`config.mk`:
```
export PLATFORM = sky130hd
export DESIGN_NAME = ctech_lib_clk_or_en_mc_flat
export DESIGN_NICKNAME = d
export VERILOG_FILES = /design/src/rtl/ctech_lib_clk_or_en_mc_if.sv /design/src/rtl/ctech_lib_clk_or_en_mc.sv /design/src/flat_wrapper.sv
export SDC_FILE = /design/constraint.sdc
export NUM_CORES = 1
export LEC_CHECK = 0
export CAP_MARGIN = 20
export CORE_UTILIZATION = 40
export DETAILED_ROUTE_END_ITERATION = 10
export SETUP_SLACK_MARGIN = 0.2
export SYNTH_ARGS = -nofsm -noshare
export SYNTH_HDL_FRONTEND = slang
export SYNTH_HIERARCHICAL = 1
export SYNTH_SLANG_ARGS = --single-unit
```
`constraint.sdc`:
```
create_clock -name clk -period 4.7 [get_ports clk]
set_input_delay 1.41 -clock clk [delete_from_list [all_inputs] [get_ports clk]]
set_output_delay 1.41 -clock clk [all_outputs]
set_load 0.01 [all_outputs]
```
`src/rtl/ctech_lib_clk_or_en_mc_if.sv`:
```
// Channel-side bundle for the multi-channel OR-type clock-gating controller:
// activity/threshold/test-override inputs and per-channel gated clocks plus status.
interface ctech_lib_clk_or_en_mc_if #(
    parameter int NUM_CH = 4,
    parameter int IDLE_W = 8
) ();
    logic [NUM_CH-1:0] act;
    logic [IDLE_W-1:0] idle_thresh;
    logic              te;
    logic [NUM_CH-1:0] clkout;
    logic [NUM_CH-1:0] gated;
    logic [NUM_CH-1:0] rdy;

    modport master (
        output act, idle_thresh, te,
        input  clkout, gated, rdy
    );

    modport slave (
        input  act, idle_thresh, te,
        output clkout, gated, rdy
    );
endinterface

```
`src/rtl/ctech_lib_clk_or_en_mc.sv`:
```
// Self-timed multi-channel clock gating built on OR-type gates: each channel parks
// its clock high after an idle window and reopens on demand with a fixed wake delay.
module ctech_lib_clk_or_en (
    input  logic clk,
    input  logic en,
    output logic clkout
);
    // en only moves while clk is high, so the OR never produces a short low pulse
    assign clkout = clk | en;
endmodule

module ctech_lib_clk_or_en_mc #(
    parameter int NUM_CH   = 4,
    parameter int IDLE_W   = 8,
    parameter int WAKE_CYC = 2
) (
    input  logic                  clk,
    input  logic                  rst,
    ctech_lib_clk_or_en_mc_if.slave bus
);
    localparam int WAKE_W = $clog2(WAKE_CYC + 1);
    localparam logic [WAKE_W-1:0] WAKE_LAST = WAKE_W'(WAKE_CYC - 1);
    localparam logic [WAKE_W-1:0] WAKE_ONE  = WAKE_W'(1'b1);
    localparam logic [IDLE_W:0]   IDLE_ONE  = (IDLE_W + 1)'(1'b1);
    localparam logic [IDLE_W-1:0] IDLE_MAX  = {IDLE_W{1'b1}};
    localparam logic [IDLE_W-1:0] IDLE_ZERO = {IDLE_W{1'b0}};
    localparam logic [WAKE_W-1:0] WAKE_ZERO = {WAKE_W{1'b0}};

    typedef enum logic [1:0] {
        ST_RUN   = 2'd0,
        ST_GATED = 2'd1,
        ST_WAKE  = 2'd2
    } state_t;

    state_t            state_r      [NUM_CH];
    state_t            state_nxt_s  [NUM_CH];
    logic [IDLE_W-1:0] idle_r       [NUM_CH];
    logic [IDLE_W-1:0] idle_nxt_s   [NUM_CH];
    logic [WAKE_W-1:0] wake_r       [NUM_CH];
    logic [WAKE_W-1:0] wake_nxt_s   [NUM_CH];
    logic [NUM_CH-1:0] en_r;
    logic [NUM_CH-1:0] en_nxt_s;
    logic [NUM_CH-1:0] rdy_r;
    logic [NUM_CH-1:0] rdy_nxt_s;
    logic [NUM_CH-1:0] clkout_s;

    // Per-channel next-state: test override first, then the RUN/GATED/WAKE machine
    always_comb begin
        for (int i = 0; i < NUM_CH; i++) begin
            state_nxt_s[i] = state_r[i];
            idle_nxt_s[i]  = idle_r[i];
            wake_nxt_s[i]  = wake_r[i];
            en_nxt_s[i]    = en_r[i];
            rdy_nxt_s[i]   = rdy_r[i];
            if (bus.te) begin
                state_nxt_s[i] = ST_RUN;
                idle_nxt_s[i]  = IDLE_ZERO;
                wake_nxt_s[i]  = WAKE_ZERO;
                en_nxt_s[i]    = 1'b0;
                rdy_nxt_s[i]   = 1'b1;
            end else begin
                case (state_r[i])
                    ST_RUN: begin
                        if (bus.act[i]) begin
                            idle_nxt_s[i] = IDLE_ZERO;
                        end else if ((bus.idle_thresh != IDLE_ZERO) &&
                                     (({1'b0, idle_r[i]} + IDLE_ONE) >= {1'b0, bus.idle_thresh})) begin
                            state_nxt_s[i] = ST_GATED;
                            idle_nxt_s[i]  = IDLE_ZERO;
                            en_nxt_s[i]    = 1'b1;
                            rdy_nxt_s[i]   = 1'b0;
                        end else if (idle_r[i] != IDLE_MAX) begin
                            idle_nxt_s[i] = idle_r[i] + IDLE_ONE[IDLE_W-1:0];
                        end else begin
                            idle_nxt_s[i] = IDLE_MAX;
                        end
                    end
                    ST_GATED: begin
                        if (bus.act[i]) begin
                            state_nxt_s[i] = ST_WAKE;
                            wake_nxt_s[i]  = WAKE_ZERO;
                            en_nxt_s[i]    = 1'b0;
                        end else begin
                            state_nxt_s[i] = ST_GATED;
                        end
                    end
                    ST_WAKE: begin
                        // act is deliberately ignored: a started wake always completes
                        if (wake_r[i] == WAKE_LAST) begin
                            state_nxt_s[i] = ST_RUN;
                            idle_nxt_s[i]  = IDLE_ZERO;
                            wake_nxt_s[i]  = WAKE_ZERO;
                            rdy_nxt_s[i]   = 1'b1;
                        end else begin
                            wake_nxt_s[i] = wake_r[i] + WAKE_ONE;
                        end
                    end
                    default: begin
                        state_nxt_s[i] = ST_RUN;
                        idle_nxt_s[i]  = IDLE_ZERO;
                        wake_nxt_s[i]  = WAKE_ZERO;
                        en_nxt_s[i]    = 1'b0;
                        rdy_nxt_s[i]   = 1'b1;
                    end
                endcase
            end
        end
    end

    // State, counters, gate enables and ready flags; reset reopens every gate
    always_ff @(posedge clk) begin
        if (rst) begin
            for (int i = 0; i < NUM_CH; i++) begin
                state_r[i] <= ST_RUN;
                idle_r[i]  <= IDLE_ZERO;
                wake_r[i]  <= WAKE_ZERO;
            end
            en_r  <= {NUM_CH{1'b0}};
            rdy_r <= {NUM_CH{1'b1}};
        end else begin
            for (int i = 0; i < NUM_CH; i++) begin
                state_r[i] <= state_nxt_s[i];
                idle_r[i]  <= idle_nxt_s[i];
                wake_r[i]  <= wake_nxt_s[i];
            end
            en_r  <= en_nxt_s;
            rdy_r <= rdy_nxt_s;
        end
    end

    for (genvar g = 0; g < NUM_CH; g++) begin : g_ch
        ctech_lib_clk_or_en u_gate (
            .clk    (clk),
            .en     (en_r[g]),
            .clkout (clkout_s[g])
        );
    end

    assign bus.clkout = clkout_s;
    assign bus.gated  = en_r;
    assign bus.rdy    = rdy_r;
endmodule

```
`src/flat_wrapper.sv`:
```
// flat-port wrapper written by rule: the top's interface ports become plain ports
module ctech_lib_clk_or_en_mc_flat 
#(
    parameter int NUM_CH   = 4,
    parameter int IDLE_W   = 8,
    parameter int WAKE_CYC = 2
)
  (clk, rst, bus_act, bus_idle_thresh, bus_te, bus_clkout, bus_gated, bus_rdy);
  ctech_lib_clk_or_en_mc_if #(.NUM_CH(NUM_CH), .IDLE_W(IDLE_W)) bus_i ();
  input  logic clk;
  input  logic rst;
  input wire logic [$bits(bus_i.act)-1:0] bus_act;
  input wire logic [$bits(bus_i.idle_thresh)-1:0] bus_idle_thresh;
  input wire logic [$bits(bus_i.te)-1:0] bus_te;
  output wire logic [$bits(bus_i.clkout)-1:0] bus_clkout;
  output wire logic [$bits(bus_i.gated)-1:0] bus_gated;
  output wire logic [$bits(bus_i.rdy)-1:0] bus_rdy;
  assign bus_i.act = bus_act;
  assign bus_i.idle_thresh = bus_idle_thresh;
  assign bus_i.te = bus_te;
  assign bus_clkout = bus_i.clkout;
  assign bus_gated = bus_i.gated;
  assign bus_rdy = bus_i.rdy;
  ctech_lib_clk_or_en_mc #(.NUM_CH(NUM_CH), .IDLE_W(IDLE_W), .WAKE_CYC(WAKE_CYC)) u_core (.clk(clk), .rst(rst), .bus(bus_i));
endmodule
```
==> impl_metrics.tcl, run 1 <==
set metrics [dict create \
    status "complete, no violations" \
    netlist_instances 451 \
    worst-r2r-cell-count 11 \
    synth_top_area_cell "dfxtp_1" \
    setup_violations 0 \
    drc 0 \
    hold_depth 2 \
    tightest_slew_ns 0.681 \
    place_area_um2 4050 \
    ys_warn_count 6 \
    die_w_um 98.5 \
    via_count 3267 \
    start_util 0.421 \
    slew_headroom 0.546 \
    synth_ff_type "dfxtp_1" \
    grt_overflow 0 \
    dp_hpwl_um 6040 \
    synth_commonest_cells "dfxtp_1 (56), nor2_1 (47), nand2_1 (46)" \
    critical_path_required_ns 3.29 \
    gp_congestion 0.777 \
    grt_max_degree 29 \
    ys_ff_latch 56 \
    drt_pre_antenna_iters 4 \
    core_um2 8850 \
    power.density_nw_per_um2 258 \
    startpoint_type "clock port" \
    crit_type "clock port to output port" \
    synth_enable_flop_cells 0 \
    yosysMostFrequentCell "dfxtp_1" \
    endpoint_kind "output port" \
    antenna_left 0 \
    rows 34 \
    wire_per_inst_um 14.4 \
    fin_cells 584 \
    reg2reg_slack_ns 1.58 \
    max_cap_viol_count 0 \
    dieArea_um2 9700 \
    layout.nets 526 \
    fin_skew_ns 0.00794 \
    io_pins 27 \
    netlist_top_cells_area "dfxtp_1 (30%), ha_1 (12%), nor2_1 (4.7%)" \
    numPortBuffers 26 \
    clock_latency_ns 0.42 \
    antenna_cells 0 \
    layout-drive-gt1-share 0.0798 \
    avgSynthCellArea_um2 8.26 \
    tritoncts "built" \
    p_leak_uw 0.00190 \
    synth_area_um2 3720 \
    ff_latch_area_um2 1120 \
    grt_antenna_before_repair 0 \
    hold_violations 0 \
    vdd_ir_drop_max_v 0.000156 \
    yosys.area.top_type_share 0.301 \
    syn_nets 502 \
    synthArstFlopShare 0 \
    grt_pass1_wl_um 14300 \
    first_global_vias 3118 \
    worstHoldPathType "register to register" \
    viasPerCell 5.59 \
    drt_iter0_markers 93 \
    clkTransAtPathRegs_ns 0.10 \
    multi_input_area_um2 2450 \
    cp.arrival_ns 3.07 \
    fp.dieH_um 98.5 \
    ys_types 61 \
    finalMaxSlewViolations 0 \
    ctsHoldBuffers 0 \
    tns_ns 0 \
    stdcell_area_um2 4230 \
    dp_cells 572 \
    rsz0062_at_grt "false" \
    track_usage 0.181 \
    wirelength_um 8390 \
    cts_setup_buffers 0 \
    path_max_fanout 2 \
    area_growth_pct 13.6 \
    yosysSeqAreaShare 0.301 \
    n_fill_cell 873 \
]
[power breakdown]
part	internal (uW)	total (uW)	switching (uW)
Sequential	476	479	2.52
Clock	314	546	232
Combinational	28.8	69.3	40.5
Total	819	1090	275
[worst max-delay path, stage by stage]
cell           delay [ns]
clkbuf_8             0.12
clkbuf_8             0.14
or2_1                0.19
dlygate4sd2_1        0.28
[per-layer routing]
| layer | track usage | wire (um) |
|---|---|---|
| met1 | 0.221 | 3930 |
| met2 | 0.311 | 3990 |
| met3 | 0.0404 | 339 |
| met4 | 0.0666 | 129 |
| met5 | 0 | 0 |
[cell families after synthesis]
kind of cell | synth area share
AO/OA/AOI/OAI | 0.234
XOR/XNOR | 0.0470
adder cells (fa/ha/maj) | 0.121
buffers and inverters | 0.0400
flip-flops | 0.301
multiplexers | 0.00571
AND/OR/NAND/NOR | 0.251
[metrics by stage]
step | setup slack [ns] | hold WS, ns | power, uW | util
4_1_cts | 0.191 | 0.452 | 1110 | 0.478
3_5_place_dp | 0.288 | 0.437 | 668 | 0.458
6_report | 0.220 | 0.450 | 1090 | 0.478
5_1_grt | 0.203 | 0.481 | 1150 | 0.478
2_1_floorplan | 0.708 | 0.424 | 574 | -
3_3_place_gp | 0.288 | 0.437 | 665 | 0.458
[placed cells by master (no fill, tap or decap), types with 6 or more instances in the layout]
cell / Yosys / final
xor2_1: 10 / 10
o21ai_0: 17 / 17
clkbuf_8: 0 / 11
a21oi_1: 25 / 25
o21ai_1: 6 / 6
a21o_1: 16 / 16
and3_1: 14 / 14
ha_1: 36 / 36
a31oi_1: 8 / 8
inv_1: 20 / 20
nand2_1: 46 / 46
nand3_1: 12 / 12
xnor2_1: 10 / 10
or2_2: 6 / 6
dfxtp_1: 56 / 56
nor2b_1: 7 / 7
a22o_1: 6 / 6
clkdlybuf4s50_1: 0 / 22
nand2b_1: 9 / 9
nor2_1: 47 / 47
nor3_1: 10 / 10
[final timing paths]
kind,from,end
setup reg to reg,u_core/idle_r[2][0],u_core/idle_r[2][3]
hold reg to reg,u_core/wake_r[2][1],u_core/wake_r[2][1]
setup / recovery,clk,bus_clkout[3]
hold / removal,u_core/wake_r[2][1],u_core/wake_r[2][1]
[state kept, by name (all words and copies together), names as in the netlist]
register and cells:
u_core/bus.rdy 4, u_core/state_r 8, u_core/wake_r 8, u_core/bus.gated 4, u_core/idle_r 32
[cell type report]
type / count / area share
multi-input combinational: 361 / 0.580
sequential: 56 / 0.265
tap: 108 / 0.0319
clock buffer: 15 / 0.0446
inverter: 20 / 0.0177
clock inverter: 1 / 0.00709
timing repair buffer: 23 / 0.0538
[repair_timing]
action,CTS,global route
endpoints found under the setup margin,4,2
gates resized for setup,4,2
cloned,0,0
(Power assumes the default switching activity.)
==> run 2: changes to the inputs <==
Settings changed: SKIP_LAST_GASP set to 1.
==> results of run 2 <==
The final DEF is identical to that of run 1; final timing and power are the same.
==> run 3: changes to the inputs <==
Settings changed: CORE_UTILIZATION 40 to 45, CTS_CLUSTER_DIAMETER set to 150.
==> impl_metrics.tcl, run 3 (synthesized netlist as in run 1, its figures left out) <==
set metrics [dict create \
    post-place-ws_ns 0.288 \
    crit_slowest_cell "dlygate4sd2_1" \
    place_area_um2 4050 \
    reg_top3 "u_core/idle_r: 32 flops, u_core/state_r: 8 flops, u_core/wake_r: 8 flops" \
    startpoint_type "clock port" \
    gp_congestion 0.858 \
    tritoncts "built" \
    fin_ws_ns 0.220 \
    path_max_fanout 2 \
    top_register "u_core/idle_r" \
    clkTransAtPathRegs_ns 0.11 \
    max_cap_viol_count 0 \
    dp_cells 566 \
    multi_input_area_um2 2450 \
    grt_overflow 0 \
    hold_violations 0 \
    drt_pre_antenna_iters 4 \
    viasPerCell 5.65 \
    layout.nets 526 \
    ff_latch_area_um2 1120 \
    rows 32 \
    grt_pass1_wl_um 14100 \
    cp_slowest_stage_delay_ns 0.28 \
    layout_common_cells "dfxtp_1 (56), nor2_1 (47), nand2_1 (46)" \
    power.density_nw_per_um2 240 \
    endpoint_kind "output port" \
    fin_cells 578 \
    rsz0062_at_grt "false" \
    critical_path_required_ns 3.29 \
    worst-r2r-cell-count 11 \
    stdcell_area_um2 4190 \
    core_um2 7850 \
    layout-drive-gt1-share 0.0777 \
    antenna_cells 0 \
    setup_violations 0 \
    layout_commonest_cell "dfxtp_1" \
    clock_latency_ns 0.42 \
    crit_path_cell_trace "clkbuf_8, clkbuf_8, or2_1, dlygate4sd2_1" \
    finalMaxSlewViolations 0 \
    n_fill_cell 790 \
    hold_depth 2 \
    crit_type "clock port to output port" \
    fp.dieH_um 93.0 \
    total_power_uw 1010 \
    track_usage 0.204 \
    antenna_left 0 \
    via_count 3266 \
    first_global_vias 3044 \
    wirelength_um 8250 \
    dp_hpwl_um 6070 \
    io_pins 27 \
    p_leak_uw 0.00188 \
    cp.arrival_ns 3.07 \
    ctsHoldBuffers 0 \
    status "complete, no violations" \
    grt_antenna_before_repair 0 \
    tns_ns 0 \
    numPortBuffers 26 \
    start_util 0.475 \
    drc 0 \
    worstHoldPathType "register to register" \
    cts_setup_buffers 0 \
    largest_reg_flops 32 \
    vdd_ir_drop_max_v 0.000161 \
    tightest_slew_ns 0.673 \
    dieArea_um2 8650 \
    fin_skew_ns 0.00945 \
    drt_iter0_markers 95 \
    crit_top_cell "clkbuf_8" \
    die_w_um 93.0 \
    wire_per_inst_um 14.3 \
    area_growth_pct 12.4 \
    slew_headroom 0.551 \
    grt_max_degree 29 \
]
==> run 3: what timing repair did <==
action / CTS / global route
endpoints found under the setup margin: 4 / 1
pin swaps: 0 / 0
resized for setup: 4 / 1
==> run 3: worst max-delay path: cells and delay by family <==
family / cells / cell delay, ns
buf+inv: 3 / 0.53
simple gates: 1 / 0.19
==> run 3: area by class of cell <==
type	instances	share of cell area
clock buffers	14	0.0392
clock inverters	2	0.00389
inverters	20	0.0179
multi-input cells	361	0.586
flip-flops and latches	56	0.268
well taps	102	0.0305
repair buffers	23	0.0544
==> run 3: worst paths after layout <==
check                      start                   to  slack (ns)
max                          clk        bus_clkout[3]        0.22
min          u_core/wake_r[0][1]  u_core/wake_r[0][1]        0.46
max reg2reg  u_core/idle_r[2][0]  u_core/idle_r[2][3]        1.54
min reg2reg  u_core/wake_r[0][1]  u_core/wake_r[0][1]        0.46
==> run 3: per-stage QoR <==
step,hold WS (ns),utilization
CTS,0.458,0.533
finish,0.455,0.533
global route,0.473,0.533
global placement,0.437,0.516
floorplan,0.424,-
detailed placement,0.440,0.516
==> run 3: where the power goes <==
| group | switching (uW) | total [uW] | internal, uW |
|---|---|---|---|
| Clock | 229 | 459 | 229 |
| Sequential | 2.51 | 479 | 476 |
| Combinational | 40.2 | 68.9 | 28.6 |
==> run 3: routing by layer <==
| metal | global-route usage | vias up | part of all wire |
|---|---|---|---|
| li1 | - | 1683 | - |
| met1 | 0.261 | 1529 | 0.49 |
| met2 | 0.346 | 45 | 0.47 |
| met3 | 0.0390 | 9 | 0.032 |
| met4 | 0.0667 | 0 | 0.011 |
| met5 | 0 | - | 0 |
